`src/rtl/reg_file_funsel.sv`:
```
// reg_file_funsel: NUM_REGS registers sharing one FunSel write bus (clear/load/inc/dec),
// two combinational read ports and a per-register zero flag.
module reg_file_funsel #(
    parameter int WIDTH    = 8,
    parameter int NUM_REGS = 4
) (
    input  logic                clk,
    input  logic                rst,
    input  logic [1:0]          FunSel,
    input  logic [WIDTH-1:0]    data_in,
    input  logic [NUM_REGS-1:0] RegSel,
    input  logic [1:0]          OutASel,
    input  logic [1:0]          OutBSel,
    output logic [WIDTH-1:0]    OutA,
    output logic [WIDTH-1:0]    OutB,
    output logic [NUM_REGS-1:0] Zero
);
    logic [WIDTH-1:0] r_regs [NUM_REGS];
    logic [WIDTH-1:0] w_next [NUM_REGS];
    logic [WIDTH-1:0] w_pad  [4];
    for (genvar g = 0; g < NUM_REGS; g++) begin : g_reg
        always_comb
            w_next[g] = FunSel[1] ? (FunSel[0] ? r_regs[g] - WIDTH'(1) : r_regs[g] + WIDTH'(1))
                                  : (FunSel[0] ? data_in : '0);
        always_ff @(posedge clk or posedge rst)
            if (rst)
                r_regs[g] <= '0;
            else if (RegSel[g])
                r_regs[g] <= w_next[g];
        assign Zero[g] = (r_regs[g] == '0);
    end
    // read ports see a 4-entry view; indices without a register read as 0
    for (genvar g = 0; g < 4; g++) begin : g_pad
        if (g < NUM_REGS) begin : g_real
            assign w_pad[g] = r_regs[g];
        end else begin : g_none
            assign w_pad[g] = '0;
        end
    end
    assign OutA = w_pad[OutASel];
    assign OutB = w_pad[OutBSel];
endmodule

```
`config.mk`:
```
export PLATFORM = sky130hd
export DESIGN_NAME = reg_file_funsel
export DESIGN_NICKNAME = d
export VERILOG_FILES = /design/src/rtl/reg_file_funsel.sv
export SDC_FILE = /design/constraint.sdc
export NUM_CORES = 1
export LEC_CHECK = 0
export ABC_CLOCK_PERIOD_IN_PS = 2200
export CAP_MARGIN = 0
export CORE_UTILIZATION = 55
export DETAILED_ROUTE_END_ITERATION = 8
export DONT_BUFFER_PORTS = 1
export GPL_TIMING_DRIVEN = 0
export PLACE_DENSITY = 0.69
export SETUP_SLACK_MARGIN = 0.2
export SYNTH_ARGS = -nofsm -noshare
export SYNTH_HDL_FRONTEND = slang
export SYNTH_SLANG_ARGS = --single-unit
export TNS_END_PERCENT = 100
```
`constraint.sdc`:
```
create_clock -name clk -period 2.2 [get_ports clk]
set_input_delay 0 -clock clk [delete_from_list [all_inputs] [get_ports clk]]
set_output_delay 0 -clock clk [all_outputs]
set_load 0.02 [all_outputs]
```
## After elaboration in Yosys (flattened, before gate mapping)

Cells that the tools add are included.

| storage, ports and cells | value |
|---|---|
| bits in registers | 32 |
| bits in latches | 0 |
| bits in writable memories | 0 |
| ROM bits | 0 |
| input bits | 20 |
| output and inout port bits | 20 |
| word-level logic and storage cells | 35 |
| memories | 0 |

| cells by class | value |
|---|---|
| add/subtract/negate cells | 8 |
| multipliers | 0 |
| div/mod/pow operators | 0 |
| $lt $le $gt $ge | 2 |
| equality and inequality tests | 0 |
| shift-type cells | 0 |
| mux-type cells | 15 |
| bitwise operators | 2 |
| reductions and logical operators | 4 |

Operators by type and width:

| operator | count |
|---|---|
| 8-bit two-way mux | 13 |
| 8-bit by 1-bit adder with 8-bit output (second input constant) | 4 |
| 8-bit binary-select mux with 2-bit select | 2 |
| 8-bit zero test | 4 |
| 8-bit by 1-bit subtractor with 8-bit output (second input constant) | 4 |
| 3-bit greater-or-equal comparator (second input constant) | 2 |
| 2-bit inverter with 3-bit output | 2 |

## Depth between registers and ports, before layout

Gate-level depths: netlist (run 1).

| logic depth | value |
|---|---|
| depth in word-level cells | 4 |
| gate-level depth with buffers | 9 |

## Worst setup path after synthesis (run 1)

Ideal clock, no wire load.

| path | value |
|---|---|
| path kind | reg2reg |
| start | reg r_regs[17] (netlist bit) |
| end | reg r_regs[23] (netlist bit) |
| library setup time | 131 ps |
| arrival time | 1626 ps |
| data required time | 2069 ps |
| path slack | 442 ps |
| cell stages (with the launch flop) | 8 |
| buffers on the path | 0 |
| cell sequence | dfrtp_1 -> ha_1 -> a21o_1 -> a21oi_2 -> o21ai_2 -> a21oi_2 -> a21oi_1 -> or3_1 |

| on the way | value |
|---|---|
| cells in the longest elaborated chain, start to end | 3 |
| elaborated cells between the ends (all ways) | 4 |

RTL lines:

| item | RTL line | text |
|---|---|---|
| start, declared | 18 | `logic [WIDTH-1:0] r_regs [NUM_REGS];` |
| start signal, assigned by index | 29 | `r_regs[g] <= w_next[g];` |
| 8-bit by 1-bit adder with 8-bit output / 8-bit by 1-bit subtractor with 8-bit output (equally long branches) | 23 | `w_next[g] = FunSel[1] ? (FunSel[0] ? r_regs[g] - WIDTH'(1) : r_regs[g] + WIDTH'(1))` |
| 8-bit two-way mux * (2 in series) | 23 |  |

Every way passes the cells marked *; elsewhere a longest branch is shown, timed or not.
A chain may end at the register's enable or synchronous reset.

## Worst setup path in the final report (run 1)

Ends and elaborated chain as after synthesis.

==> impl_metrics.toml, run 1 <==
[logic_synthesis]
async_flop_share_pct = 100
yosysSeqAreaShare_pct = 26.1
dominant_combinational_cell_family_by_area_after_synthesis = "compound AO/OA/AOI/OAI gates"
synth_common_cells = "41 x sky130_fd_sc_hd__a21oi_1, 32 x sky130_fd_sc_hd__dfrtp_1, 26 x sky130_fd_sc_hd__o21ai_0"
syn_area_sq_um = 3070
synth_ff_type = "sky130_fd_sc_hd__dfrtp_1"
ys_top_cells_by_area = "sky130_fd_sc_hd__dfrtp_1 26%, sky130_fd_sc_hd__mux4_2 10%, sky130_fd_sc_hd__ha_1 9.8%"
synth_mux_area_share_pct = 14.3
synth-edff-count = 0
synth-simple-area-share_pct = 16.5
synth.avg_cell_area_sq_um = 9.17
warnings_synthesis = 0
share_of_the_synthesized_area_in_compound_gates_ao_oa_aoi_oai_pct = 20.2
synth_xor_xnor_area_share_pct = 5.70
synth_nets = 383
yosys.area.top_type = "sky130_fd_sc_hd__dfrtp_1"
post_synth_num_cell_types = 41
yosysMostFrequentCell = "sky130_fd_sc_hd__a21oi_1"
yosys.area.top_type_share_pct = 26.1
postSynthCellCount = 335
postSynthRegisterBits = 32
synthAdderAreaFrac_pct = 12.4

[pwr]
internal_power_w = 0.00168
power.share.switching_pct = 44.0
switching_power_w = 0.00132
power_density_nw_per_um2 = 895
vdd_drop_max_mv = 0.411
combinationalPowerShare_pct = 51.5
sequentialPowerShare_pct = 33.3
power.clock.fraction_pct = 15.2
leakage_nw = 1.37

[clock_tree]
clk_transition_reported_paths_ns = 0.07
number_of_h_tree_levels = 2
clock_insertion_delay_worst_skew_ns = 0.29
tritoncts = "yes"
clock_sinks = 32
clock_tree.root_cell = "sky130_fd_sc_hd__clkbuf_8"
clock_tree.buffer_depth = 2
numCtsBuffers = 5

[sta]
finalHoldViolations = 0
unrepaired_setup_endpoints_after_global_routing = "true"
setup_violations = 0
timing.final.max_slew_violations = 0
fin_setup_tns_ns = 0
fraction_of_the_cycle_the_final_worst_path_needs_pct = 86.0
slew_headroom_pct = 55.2
post-route-min-period_ns = 1.89
actual_transition_at_the_worst_max_transition_pin_ns = 0.672
finalClockSkew_ns = 0.00168
fmaxAchievable_ghz = 0.529

[global_routing]
grt_antenna_before_repair = 0
track_usage_pct = 30.5
first_global_vias = 2501
grt_first_pass_wirelength_mm = 13.7
grt-ovfl-total = 0
grt_start_max_net_pins = 33

[placement]
place_hpwl_mm = 6.20
place_congestion = 0.823
place.port_buffers = 0
placedInstanceArea_sq_um = 3160

[floorplan]
die-area_sq_um = 5890
dieWidth_microns = 76.7
die_h_microns = 76.7
floorplan.core_area_sq_um = 5240
io-pin-count = 40
start_util_pct = 58.6
placementRows = 26

[detailed_routing]
dr.first_iter.drc_count = 230
drt_pre_antenna_iters = 4
vias_per_cell = 6.58
drt_drc_violations_left = 0
drt-total-wl_mm = 8.62
route.vias.total = 2739
wl_per_cell_microns = 20.7
ant_nets = 0

[critical_path]
setup.worst_path.class = "reg2reg"
critical_path.startpoint_type = "register"
worstSetupEndpointType = "register"
cp_slowest_cell = "sky130_fd_sc_hd__dfrtp_2"
cp_data_arrival_time_ns = 2.06
critical_path.most_common_cell = "sky130_fd_sc_hd__a21oi_2"
crit_path_cell_trace = "ha_1, a21o_1, a21oi_2, o21ai_2, a21oi_2, a21oi_1, or3_1"
maximum_single_stage_delay_on_the_critical_path_ns = 0.46
crit_required_ns = 2.37
worst-path-max-fanout = 5

[run_status]
run_status = "complete, no violations"

[final_layout]
multi_input_logic_area_sq_um = 2180
post_route_cells_drive_above_1_share_pct = 15.9
final.fill_count = 452
max_flop_register = "r_regs"
largest_register_ff_count = 32
reg_top3 = "r_regs: 32 flops"
finalNetCount = 394
synthToLayoutAreaGrowth_pct = 9.01
cell_area_after_layout_sq_um = 3350
final-seq-area_sq_um = 807
antenna-diode-count = 0

[min_path]
holdCritPathClass = "in2reg"

[run]
max-cap-violations = 0
-- stage by stage --
stage          power (W)  hold slack [ns]  util [%]  worst slack [ns]  cells
6_report         0.00299           0.0264      63.9             0.308    416
4_1_cts          0.00290           0.0102      62.0             0.245    413
3_3_place_gp     0.00240            0.237      60.3             0.309    405
2_1_floorplan    0.00214            0.116         -             0.442    335
3_5_place_dp     0.00245            0.242      60.3             0.255    405
5_1_grt          0.00319           0.0316      63.9             0.159    416
-- cells in the final DEF, fill, tap and decap left out, drive strengths merged --
| master | count |
|---|---|
| a21oi | 44 |
| dfrtp | 32 |
| o21ai | 27 |
| ha | 24 |
| nand2 | 23 |
| nor2 | 21 |
| inv | 16 |
| mux4 | 16 |
| clkbuf | 16 |
| xnor2 | 15 |
| a31oi | 14 |
| nor2b | 11 |
| buf | 9 |
| nand3 | 8 |
| or4 | 8 |
| mux2i | 7 |
| a21o | 6 |
| nor3 | 6 |
| and2 | 5 |
| xor2 | 5 |
| nand2b | 5 |
| fa | 4 |
| a211oi | 4 |
| and4b | 3 |
| o22a | 3 |
| a221oi | 3 |
| nand4 | 2 |
| dlygate4sd3 | 2 |
| clkinv | 2 |
| or2 | 1 |
| a21boi | 1 |
| or3 | 1 |
| nor3b | 1 |
| o21bai | 1 |
-- area by class of cell --
type / count / share of cell area (%)
tap: 70 / 2.62
clock inverter: 1 / 0.150
buffer: 17 / 2.62
sequential: 32 / 24.1
inverter: 17 / 1.91
multi-input combinational: 269 / 65.0
clock buffer: 6 / 2.17
timing repair buffer: 4 / 1.42
-- cells by family (layout without fill, tap and decap cells) --
family,count (synthesis),after routing
simple gates,95,95
xor+xnor,20,20
flops,32,32
fa+ha+maj,28,28
mux,23,23
compound gates,103,103
buf+inv,34,45
-- critical path, delay by kind of cell (launching register included) --
| kind | cells | cell delay [ns] |
|---|---|---|
| AOI/OAI and AO/OA | 5 | 0.64 |
| DFF | 1 | 0.46 |
| and+or+nand+nor | 1 | 0.38 |
| adders and majority gates | 1 | 0.30 |
-- power groups by stage --
stage | Sequential [W] | Clock [W] | Combinational, W
2_1_floorplan | 0.000873 | 0 | 0.00127
3_3_place_gp | 0.000977 | 0 | 0.00143
3_5_place_dp | 0.000986 | 0 | 0.00146
4_1_cts | 0.000975 | 0.000449 | 0.00147
5_1_grt | 0.00102 | 0.000469 | 0.00170
6_report | 0.000999 | 0.000455 | 0.00154
-- what timing repair did --
| item | 4_1_cts | 5_1_grt |
|---|---|---|
| endpoints found under the hold margin | 1 | 32 |
| setup endpoints to repair | 0 | 8 |
| hold buffers | 1 | 1 |
| gates resized for setup | 0 | 13 |
| setup buffers | 0 | 1 |
-- final timing paths --
check	from	end	slack, ns	cells after the start
worst max-delay path	r_regs[17]	r_regs[23]	0.31	7
worst min-delay path	data_in[0]	r_regs[8]	0.03	3
worst max register to register	r_regs[17]	r_regs[23]	0.31	7
worst min register to register	r_regs[0]	r_regs[0]	0.56	1
max in group asynchronous	rst	r_regs[17]	1.68	3
min in group asynchronous	rst	r_regs[13]	0.08	2
-- layer usage --
layer	GRT usage, %	routed length (microns)
met2	47.4	3960
met5	0	0
met1	43.4	3740
met3	5.60	658
met4	8.46	269
(Power assumes the default switching activity.)
==> run 2, diff against run 1 <==
CORE_ASPECT_RATIO = 1.1   (was default)
==> run 2 against run 1 <==
Against the previous run:
- clock skew up 0.0048 ns
- highest routed layer unchanged
- sequential power down 1%
- combinational power barely moved
- utilization is 2.5 points lower
==> impl_metrics.toml, run 2 (same netlist as run 1, synthesis figures left out) <==
[clock_tree]
clock_tree.root_cell = "sky130_fd_sc_hd__clkbuf_8"
clock_insertion_delay_worst_skew_ns = 0.29
clock_sinks = 32
clk_transition_reported_paths_ns = 0.07
numCtsBuffers = 5
clock_tree.buffer_depth = 2
number_of_h_tree_levels = 2
tritoncts = "yes"

[floorplan]
die_h_microns = 80.4
floorplan.core_area_sq_um = 5400
start_util_pct = 56.9
dieWidth_microns = 73.2
die-area_sq_um = 5890
placementRows = 28
io-pin-count = 40

[sta]
fin_ws_ns = 0.271
fin_setup_tns_ns = 0
post-route-min-period_ns = 1.93
unrepaired_setup_endpoints_after_global_routing = "true"
setup_violations = 0
timing.final.max_slew_violations = 0
fmaxAchievable_ghz = 0.518
slew_headroom_pct = 58.3
finalHoldViolations = 0
actual_transition_at_the_worst_max_transition_pin_ns = 0.625
finalClockSkew_ns = 0.00646
fraction_of_the_cycle_the_final_worst_path_needs_pct = 87.7

[final_layout]
finalNetCount = 394
reg_top3 = "r_regs: 32 flops"
final_cell_mix = "41 x sky130_fd_sc_hd__a21oi_1, 29 x sky130_fd_sc_hd__dfrtp_1, 24 x sky130_fd_sc_hd__o21ai_0, 23 x sky130_fd_sc_hd__nand2_1, 22 x sky130_fd_sc_hd__ha_1"
synthToLayoutAreaGrowth_pct = 7.86
max_flop_register = "r_regs"
post_route_cells_drive_above_1_share_pct = 14.2
most_common_cell_after_layout_fill_and_taps_aside = "sky130_fd_sc_hd__a21oi_1"
antenna-diode-count = 0
largest_register_ff_count = 32

[pwr]
leakage_nw = 1.36
power_density_nw_per_um2 = 883
design_power_total_w = 0.00292
vdd_drop_max_mv = 0.428

[critical_path]
critical_path.startpoint_type = "register"
crit_path_cell_trace = "ha_1, a21o_1, a21oi_2, o21ai_2, a21oi_2, a21oi_1, or3_1"
timing.critical_path.depth = 7
worstSetupEndpointType = "register"
cp_data_arrival_time_ns = 2.10
worst-path-max-fanout = 5
crit_required_ns = 2.37
cp_num_buf_inv = 0
ff2ff_setup_slack_ns = 0.27
setup.worst_path.class = "reg2reg"
maximum_single_stage_delay_on_the_critical_path_ns = 0.44
critical_path.most_common_cell = "sky130_fd_sc_hd__a21oi_2"
timing.critical_path.max_delay_family = "compound AO/OA/AOI/OAI gates"
reg2regPathDepth = 7
cp_slowest_cell = "sky130_fd_sc_hd__dfrtp_1"

[min_path]
worst_hold_path.num_cells = 3
holdCritPathClass = "in2reg"

[global_routing]
grt_antenna_before_repair = 0
grt_start_max_net_pins = 33
first_global_vias = 2580
track_usage_pct = 31.6
grt_first_pass_wirelength_mm = 13.4
grt-ovfl-total = 0

[detailed_routing]
drt-total-wl_mm = 8.73
vias_per_cell = 6.35
dr.first_iter.drc_count = 212
route.vias.total = 2661
ant_nets = 0
drt_drc_violations_left = 0
drt_pre_antenna_iters = 4
wl_per_cell_microns = 20.8

[placement]
place_congestion = 0.869
place.port_buffers = 0
preCtsSetupSlack_ns = 0.263
place_hpwl_mm = 6.32

[run]
max-cap-violations = 0

[run_status]
run_status = "complete, no violations"
[run 2: through the flow]
stage	utilization (%)	instance area, sq um	cells	hold WS (ns)
2_1_floorplan	-	3070	335	0.116
3_3_place_gp	58.7	3160	410	0.241
3_5_place_dp	58.7	3160	410	0.239
4_1_cts	60.3	3250	417	0.0253
5_1_grt	61.4	3310	419	0.0472
6_report	61.4	3310	419	0.0343
[run 2: worst register-to-register path: cells and delay by family, from the launching register on]
family	cells	cell delay [ns]
compound gates	5	0.69
flops	1	0.44
fa+ha+maj	1	0.31
simple gates	1	0.36
[run 2: final timing paths]
check	start	to
min in group asynchronous	rst	r_regs[3]
worst min-delay path	RegSel[1]	r_regs[21]
worst min register to register	r_regs[0]	r_regs[0]
worst max-delay path	r_regs[17]	r_regs[23]
max in group asynchronous	rst	r_regs[8]
worst max register to register	r_regs[17]	r_regs[23]
[run 2: layout make-up]
cell class	instances	area [sq um]
multi-input combinational	269	2150
fill	519	2080
sequential	32	805
tap	75	93.8
buffer	17	87.6
clock buffer	5	68.8
inverter	17	63.8
timing repair buffer	4	47.5
[run 2: power breakdown]
part	total [W]	internal, W	switching [W]
combinational	0.00151	0.000706	0.000807
sequential	0.000985	0.000735	0.000250
clock	0.000427	0.000204	0.000223
[run 2: metal layers]
layer	track usage, %	routed length (microns)	vias to the layer above
met5	0	0	-
met3	6.90	709	24
met4	13.9	307	0
li1	-	-	1254
met1	38.9	3510	1288
met2	52.6	4210	95
[run 2: what timing repair did]
item                                   CTS  global route
resized for setup                        0             9
endpoints found under the hold margin   25             0
buffers inserted                         0             1
setup endpoints to repair                0             9
hold buffers                             2             0
==> run 3, diff against run 2 <==
CORE_MARGIN = 1.5   (was default)
GPL_TIMING_DRIVEN = 1   (was 0)
==> run 3 against run 2 <==
Against the previous run:
- first-iteration DRC count fell by 7.5%
- largest power group unchanged
- utilization rose by 0.14 points
- global-route usage fell by 2.7 points
- non-clock buffer count fell by 8
==> impl_metrics.toml, run 3 (same netlist as run 1, synthesis figures left out) <==
[critical_path]
r2r_start = "r_regs[11]"
crit_required_ns = 2.43
maximum_single_stage_delay_on_the_critical_path_ns = 0.46
worstSetupEndpointType = "register"
cp_slowest_cell = "sky130_fd_sc_hd__dfrtp_1"
ff2ff_setup_slack_ns = 0.29
critPathLaunch = "r_regs[11]"
setup.worst_path.class = "reg2reg"
reg2regPathDepth = 7
timing.critical_path.to = "r_regs[15]"
critical_path.reg2reg.endpoint = "r_regs[15]"
crit_path_cell_trace = "ha_1, o21ai_0, nor3_2, mux2i_1, nand2_1, a31oi_1, o22a_1"
cp_data_arrival_time_ns = 2.14
worst-path-max-fanout = 5
critical_path.startpoint_type = "register"

[final_layout]
final_cell_mix = "39 x sky130_fd_sc_hd__a21oi_1, 32 x sky130_fd_sc_hd__dfrtp_1, 25 x sky130_fd_sc_hd__o21ai_0, 23 x sky130_fd_sc_hd__nand2_1, 23 x sky130_fd_sc_hd__ha_1"
max_flop_register = "r_regs"
reg_top3 = "r_regs: 32 flops"
stdcell_count = 413
post_route_cells_drive_above_1_share_pct = 13.3
antenna-diode-count = 0
synthToLayoutAreaGrowth_pct = 8.11
finalNetCount = 386
largest_register_ff_count = 32
most_common_cell_after_layout_fill_and_taps_aside = "sky130_fd_sc_hd__a21oi_1"

[sta]
fraction_of_the_cycle_the_final_worst_path_needs_pct = 86.8
setup_violations = 0
finalHoldViolations = 0
finalClockSkew_ns = 0.00709
hold-worst-slack_ns = 0.0150
post-route-min-period_ns = 1.91
unrepaired_setup_endpoints_after_global_routing = "true"
fmaxAchievable_ghz = 0.523
actual_transition_at_the_worst_max_transition_pin_ns = 1.25
fin_setup_tns_ns = 0
timing.final.max_slew_violations = 0
slew_headroom_pct = 16.6

[clock_tree]
numCtsBuffers = 5
clock_tree.buffer_depth = 2
clock_sinks = 32
clock_insertion_delay_worst_skew_ns = 0.29
clk_transition_reported_paths_ns = 0.07
clock_tree.root_cell = "sky130_fd_sc_hd__clkbuf_8"
tritoncts = "yes"
number_of_h_tree_levels = 2

[detailed_routing]
dr.first_iter.drc_count = 196
route.vias.total = 2628
ant_nets = 0
drt_pre_antenna_iters = 4
vias_per_cell = 6.36
wl_per_cell_microns = 20.1
drt-total-wl_mm = 8.28
drt_drc_violations_left = 0

[global_routing]
first_global_vias = 2461
grt_start_max_net_pins = 36
grt-ovfl-total = 0
grt_antenna_before_repair = 0
grt_first_pass_wirelength_mm = 12.9
track_usage_pct = 28.9

[pwr]
vdd_drop_max_mv = 0.442
design_power_total_w = 0.00300
leakage_nw = 1.37
power_density_nw_per_um2 = 904

[run]
max-cap-violations = 0

[placement]
placed_cells_incl_taps = 397
place_congestion = 0.889
place_hpwl_mm = 5.97
place.port_buffers = 0

[floorplan]
placementRows = 28
start_util_pct = 56.9
die_h_microns = 81.4
io-pin-count = 40
die-area_sq_um = 6040
floorplan.core_area_sq_um = 5400
dieWidth_microns = 74.2

[run_status]
run_status = "complete, no violations"

[min_path]
holdCritPathClass = "in2reg"
[run 3: final cells by class]
class / count / area (sq um)
Clock buffer: 7 / 96.3
Fill cell: 488 / 2080
Inverter: 17 / 63.8
Multi-Input combinational cell: 269 / 2150
Sequential cell: 32 / 801
Tap cell: 75 / 93.8
Timing Repair Buffer: 13 / 118
[run 3: per-stage QoR]
stage          worst slack, ns  utilization (%)  area (sq um)
3_3_place_gp             0.380             57.6          3110
3_5_place_dp             0.326             57.6          3110
6_report                 0.290             61.5          3320
5_1_grt                  0.166             61.5          3320
4_1_cts                  0.239             60.9          3280
2_1_floorplan            0.442                -          3070
[run 3: worst min path at each step]
stage | startpoint | to | slack [ns] | depth (start not counted)
2_1_floorplan | rst | r_regs[0] | 0.12 | 1
3_3_place_gp | rst | r_regs[24] | 0.01 | 2
3_5_place_dp | rst | r_regs[24] | 0.01 | 2
4_1_cts | FunSel[1] | r_regs[9] | 0.007 | 3
5_1_grt | FunSel[1] | r_regs[9] | 0.02 | 3
6_report | FunSel[1] | r_regs[9] | 0.02 | 3
[run 3: where the power goes]
group / switching [W] / internal (W)
combinational: 0.000825 / 0.000720
sequential: 0.000215 / 0.000732
clock: 0.000228 / 0.000279
[run 3: metal layers]
layer	share of wire [%]	routed length [microns]	GRT usage [%]	vias up
met5	0	0	0	-
met4	2.0	165	10.7	0
met3	8.0	664	5.96	10
met2	50	4170	49.2	106
met1	40	3280	35.9	1270
li1	-	-	-	1242
[run 3: repair_timing]
action                     CTS  global route
hold endpoints to repair    64             0
setup endpoints to repair    0             5
setup buffers                0             1
hold buffers                 8             0
gates resized for setup      0             6
[run 3: critical path, delay by kind of cell, from the launching register on]
| kind | cells | cell delay, ns |
|---|---|---|
| flops | 1 | 0.46 |
| simple gates | 2 | 0.31 |
| compound gates | 3 | 0.45 |
| mux | 1 | 0.26 |
| fa+ha+maj | 1 | 0.36 |
